### src/rtl/rf_read_port_arbiter.sv
// rf_read_port_arbiter
// Shares one register-file read port among NREQ requesters. Requests are
// arbitrated round-robin. The winner's address is driven onto rf_sel and held
// for SETTLE_CYC cycles so the mux tree can settle. The word is then captured
// and returned, tagged with the requester ID.
// Optional build macro: ARB_STATS_EN adds grant/wait statistics counters.

module rf_read_port_arbiter #(
  parameter int NREQ       = 4,
  parameter int IDW        = 2,
  parameter int DW         = 32,
  parameter int SETTLE_CYC = 2
) (
  input  logic              clk,
  input  logic              reset,
  input  logic [NREQ-1:0]   req,
  input  logic [NREQ*5-1:0] addr,
  output logic [NREQ-1:0]   gnt,
  output logic [4:0]        rf_sel,
  input  logic [DW-1:0]     rf_data,
  output logic [DW-1:0]     rdata,
  output logic              rdata_valid,
  output logic [IDW-1:0]    rdata_id,
  output logic              busy
`ifdef ARB_STATS_EN
  ,
  input  logic              stats_clr,
  output logic [15:0]       grant_count,
  output logic [15:0]       wait_count
`endif
);

  typedef enum logic {
    IDLE,
    SETTLE
  } state_t;

  state_t         state;
  state_t         state_next;
  logic [IDW-1:0] ptr;
  logic [IDW-1:0] cur_id;
  logic [3:0]     cnt;

  logic           win_found;
  logic [IDW-1:0] win;
  logic [4:0]     win_addr;
  logic           grant_fire;
  logic           capture_fire;

  // Round-robin pick: scan offsets from the far end down to 0 so that the
  // requester closest to ptr (offset 0 first) is the one left standing.
  always_comb begin
    win_found = 1'b0;
    win       = '0;
    win_addr  = '0;
    for (int k = NREQ - 1; k >= 0; k--) begin
      for (int i = 0; i < NREQ; i++) begin
        if ((i == ((int'(ptr) + k) % NREQ)) && req[i]) begin
          win_found = 1'b1;
          win       = IDW'(i);
          win_addr  = addr[5*i +: 5];
        end
      end
    end
  end

  assign grant_fire   = (state == IDLE) && win_found;
  assign capture_fire = (state == SETTLE) && (cnt == 4'd0);
  assign busy         = (state == SETTLE);

  // State register.
  always_ff @(posedge clk or posedge reset) begin
    if (reset) begin
      state <= IDLE;
    end else begin
      state <= state_next;
    end
  end

  // Next-state logic: leave IDLE on a grant, return once the word is captured.
  always_comb begin
    state_next = state;
    case (state)
      IDLE:    if (grant_fire) state_next = SETTLE;
      SETTLE:  if (capture_fire) state_next = IDLE;
      default: state_next = IDLE;
    endcase
  end

  // Datapath: grant pulse, select hold, settle countdown and word capture.
  always_ff @(posedge clk or posedge reset) begin
    if (reset) begin
      gnt         <= '0;
      rf_sel      <= '0;
      cur_id      <= '0;
      ptr         <= '0;
      cnt         <= '0;
      rdata       <= '0;
      rdata_valid <= 1'b0;
      rdata_id    <= '0;
    end else begin
      gnt         <= '0;
      rdata_valid <= 1'b0;
      if (grant_fire) begin
        gnt         <= NREQ'(1) << win;
        rf_sel      <= win_addr;
        cur_id      <= win;
        ptr         <= IDW'((int'(win) + 1) % NREQ);
        cnt         <= 4'(SETTLE_CYC - 1);
      end else if (state == SETTLE) begin
        if (cnt != 4'd0) begin
          cnt <= cnt - 4'd1;
        end else begin
          rdata       <= rf_data;
          rdata_id    <= cur_id;
          rdata_valid <= 1'b1;
        end
      end
    end
  end

`ifdef ARB_STATS_EN
  // Statistics: count visible grant pulses and cycles where someone is
  // requesting but no grant is showing; both saturate, clear wins.
  always_ff @(posedge clk or posedge reset) begin
    if (reset) begin
      grant_count <= '0;
      wait_count  <= '0;
    end else if (stats_clr) begin
      grant_count <= '0;
      wait_count  <= '0;
    end else begin
      if ((|gnt) && (grant_count != 16'hFFFF)) begin
        grant_count <= grant_count + 16'd1;
      end
      if ((|req) && !(|gnt) && (wait_count != 16'hFFFF)) begin
        wait_count <= wait_count + 16'd1;
      end
    end
  end
`endif

endmodule
### config.mk
export PLATFORM = sky130hd
export DESIGN_NAME = rf_read_port_arbiter
export DESIGN_NICKNAME = d
export VERILOG_FILES = /design/src/rtl/rf_read_port_arbiter.sv
export SDC_FILE = /design/constraint.sdc
export NUM_CORES = 1
export LEC_CHECK = 0
export ABC_AREA = 1
export BUFFER_PORTS_ARGS = -buffer_cell sky130_fd_sc_hd__clkbuf_2
export CORE_UTILIZATION = 35
export DETAILED_ROUTE_END_ITERATION = 8
export GPL_ROUTABILITY_DRIVEN = 0
export GPL_TIMING_DRIVEN = 0
export HOLD_SLACK_MARGIN = 0.02
export SLEW_MARGIN = 20
export SYNTH_ARGS = -nofsm -noshare
export SYNTH_HDL_FRONTEND = slang
export SYNTH_SLANG_ARGS = --single-unit
### constraint.sdc
create_clock -name clk -period 2.1 [get_ports clk]
set_input_delay 0.105 -clock clk [delete_from_list [all_inputs] [get_ports clk]]
set_output_delay 0.105 -clock clk [all_outputs]
set_load 0.005 [all_outputs]
==> summary.txt <==
Run status
  • Status: finished, final reports clean

Logic synthesis
  • Post-synthesis sequential area ratio: 0.416
  • Most common cell in the netlist: nand2_1
  • Post-Syn Instances: roughly 460
  • Async SR Flop Fraction: 1.00
  • FF+latch count, synth: 53
  • Dominant synthesized flop cell: dfrtp_1
  • Net Count, Synth: approximately 520
  • Library cells used by synthesis: 34
  • Synth Warn #: 0
  • Synth top area share: 0.416
  • Synth cell count leaders: nand2_1 (194), dfrtp_1 (53), inv_1 (50), a21oi_1 (37)
  • Synth Cell Area: around 3200 sq um
  • Syn Area/Cell: roughly 7 sq um
  • Synth area leader: dfrtp_1
  • EDFF count, synth: 0
  • Area contributors post-synth: dfrtp_1 (42%), nand2_1 (23%), inv_1 (5.9%)

Layout
  • Final net count: between 600 and 700
  • Ant. Diodes: 0
  • Sequential cell area: between 1000 and 1500 sq um
  • Layout Utilization: 0.528
  • Final Non-Filler Cells: about 730
  • Syn-to-layout area delta: 45.2%
  • Layout cells sized above 1: 0.304
  • Area of the multi-input gates: around 1700 sq um
  • # fillers: 857

Clock tree
  • Clock Pin Slew Worst Setup and Hold Paths: about 0.10 ns
  • Clk Latency, worst-skew pair: 0.30 ns
  • Clock root cell: clkbuf_8
  • Longest Clk Path Bufs: 2
  • H-tree depth: 2
  • TritonCTS clock tree: done
  • Sink Count: between 50 and 60
  • Inserted Clock Buffers: 5

Timing
  • Final worst-path cycle share: 0.996
  • Fmax: approximately 0.48 GHz
  • RSZ-0062 raised after global routing: yes
  • Rel. slew slack: 0.581
  • Setup violators final: 0
  • Worst hold margin: between 0.2 and 0.25 ns
  • Post-layout min period: 2.09 ns
  • Slew @ Worst Pin: between 0.6 and 0.7 ns
  • Setup slack after layout: approximately 0.0084 ns
  • Fin. max-slew vios: 0
  • Clock Skew: 0.0144 ns
  • Final Hold Fails: 0

Run
  • Max-cap viol count: 0

Floorplanning
  • I/O Pins: 103
  • Row cnt: 34
  • Die height: a little under 100 um
  • Core footprint: roughly 8800 sq um
  • Die footprint: about 9500 sq um
  • Initial Util: 0.364
  • Die W: 97.4 um

Global routing
  • Overall routing resource usage: 0.198
  • Global-route wire length before repair: approximately 16000 um
  • Initial antenna violation count: 0
  • Vias in the first global route: ~3300
  • Global route overflow: 0
  • Largest net degree at the start of global routing: 54

Routing
  • Drt via density: approximately 4.9
  • 1st-iter DRT viols: 177
  • # DRC: 0
  • DR vias: about 3600
  • Routed Antenna Nets: 0
  • Drt total wl: between 9000 and 10000 um
  • Avg WL per Cell: ~13 um
  • Drt pass-1 iters: 5

Critical path
  • Crit Path Category: flop to flop
  • Worst path arrival time: roughly 2.3 ns
  • Startpoint types: flop
  • Worst Setup SP: ptr[0]$_DFFE_PP0P_
  • R2r setup slk: between 0.008 and 0.009 ns
  • Crit-path max FO: 6
  • WP data required: about 2.3 ns
  • Reg2reg start: ptr[0]$_DFFE_PP0P_
  • R2r worst-path depth: 11
  • Endpoint type of the worst setup path: flop
  • Reg2reg end: ptr[0]$_DFFE_PP0P_
  • Critical Path Sink: ptr[0]$_DFFE_PP0P_

Power
  • Switch share: 0.448
  • Net Sw Power: 2.92 mW
  • Sequential share of power: 0.275
  • Comb power frac: 0.620
  • Cell leakage power: ~2.6 nW
  • Internal power: approximately 3.6 mW
  • Clock share of power: 0.106
  • Power Total: roughly 6.5 mW
  • Maximum vdd drop: 486 uV
  • Power Density: 1410 nW/um^2

Placement
  • Pre-CTS WS: -0.171 ns
  • Post-DP HPWL: roughly 6600 um
  • Port Buffer Count: 99
  • Placed cell count: 666

Hold path
  • Worst hold path class: input pin to flop
-- sequential cells by signal (all words and copies together) (netlist names) --
| signal | flops |
|---|---|
| ptr | 2 |
| rf_sel | 5 |
| rdata | 32 |
| cnt | 4 |
| busy | 1 |
| rdata_id | 2 |
| cur_id | 2 |
| rdata_valid | 1 |
| gnt | 4 |
-- cell families after synthesis --
family	after synthesis	share of synthesized area
simple gates	256	0.348
buf+inv	77	0.0986
compound gates	67	0.115
flops	53	0.416
fa+ha+maj	5	0.0196
xor+xnor	1	0.00275
-- layout make-up --
class	count	area share
plain buffers	15	0.0222
flip-flops and latches	53	0.287
clock buffers	5	0.0149
multi-input cells	329	0.358
inverters	62	0.0541
clock inverters	3	0.00947
repair buffers	159	0.226
well taps	108	0.0292
-- worst max-delay path, cell delays in order (launching register included) --
cell and delay [ns]:
dfrtp_2 0.52, nor2_4 0.06, buf_4 0.16, nand2_4 0.08, nand2_1 0.11, inv_2 0.08
nand4_1 0.10, nor4_2 0.35, or2_4 0.22, buf_6 0.13, nor2_2 0.04, o21bai_1 0.14
-- layer usage --
| metal | up-vias | wire [um] | GRT usage |
|---|---|---|---|
| met5 | - | 0 | 0 |
| met4 | 0 | 170 | 0.0464 |
| met3 | 16 | 580 | 0.0396 |
| met2 | 123 | 4710 | 0.331 |
| met1 | 1674 | 4380 | 0.265 |
| li1 | 1786 | - | - |
-- stage by stage --
step	cell area (sq um)	setup TNS (ns)
global placement	3820	-0.196
finish	4630	0
CTS	4310	-0.00498
global route	4630	-0.513
detailed placement	3820	-0.462
floorplan	3190	0
-- cell usage in the layout, fill, tap and decap left out, types with 5 or more instances in the layout --
cell and count:
nand2_1 187, clkbuf_2 99, dfrtp_1 52, inv_1 46
a21oi_1 34, dlygate4sd3_1 33, buf_4 25, nand4_1 16
nor2_1 14, nand3_1 13, inv_2 11, o21ai_0 11
buf_6 9, clkbuf_1 7, nand2_4 6, nor2_4 5
o21ai_1 5, ha_1 5, clkbuf_8 5
-- power groups by stage --
stage                     Combinational, mW  Clock, mW  Sequential [mW]
final                                  4.04      0.690             1.79
after global routing                   4.55      0.755             1.85
after CTS                              3.39      0.721             1.78
after detailed placement               3.26          0             1.79
after global placement                 3.19          0             1.79
after floorplan                        2.17          0             1.81
-- how the worst min path moves through the flow --
stage	start	end	cells past startpoint
after CTS	addr[12]	rf_sel[2]$_DFFE_PP0P_	5
after floorplan	rf_data[0]	rdata[0]$_DFFE_PP0P_	2
after detailed placement	reset	rdata[10]$_DFFE_PP0P_	2
after global placement	rf_data[5]	rdata[5]$_DFFE_PP0P_	3
after global routing	addr[16]	rf_sel[1]$_DFFE_PP0P_	5
final	addr[12]	rf_sel[2]$_DFFE_PP0P_	5
-- repair_timing --
item / 4_1_cts / 5_1_grt
gates resized for setup: 10 / 45
hold endpoints to repair: 85 / 0
hold buffers: 33 / 0
cloned: 0 / 1
endpoints found under the setup margin: 14 / 15
pin swaps: 2 / 18
setup buffers: 2 / 24
(Power assumes the default switching activity.)
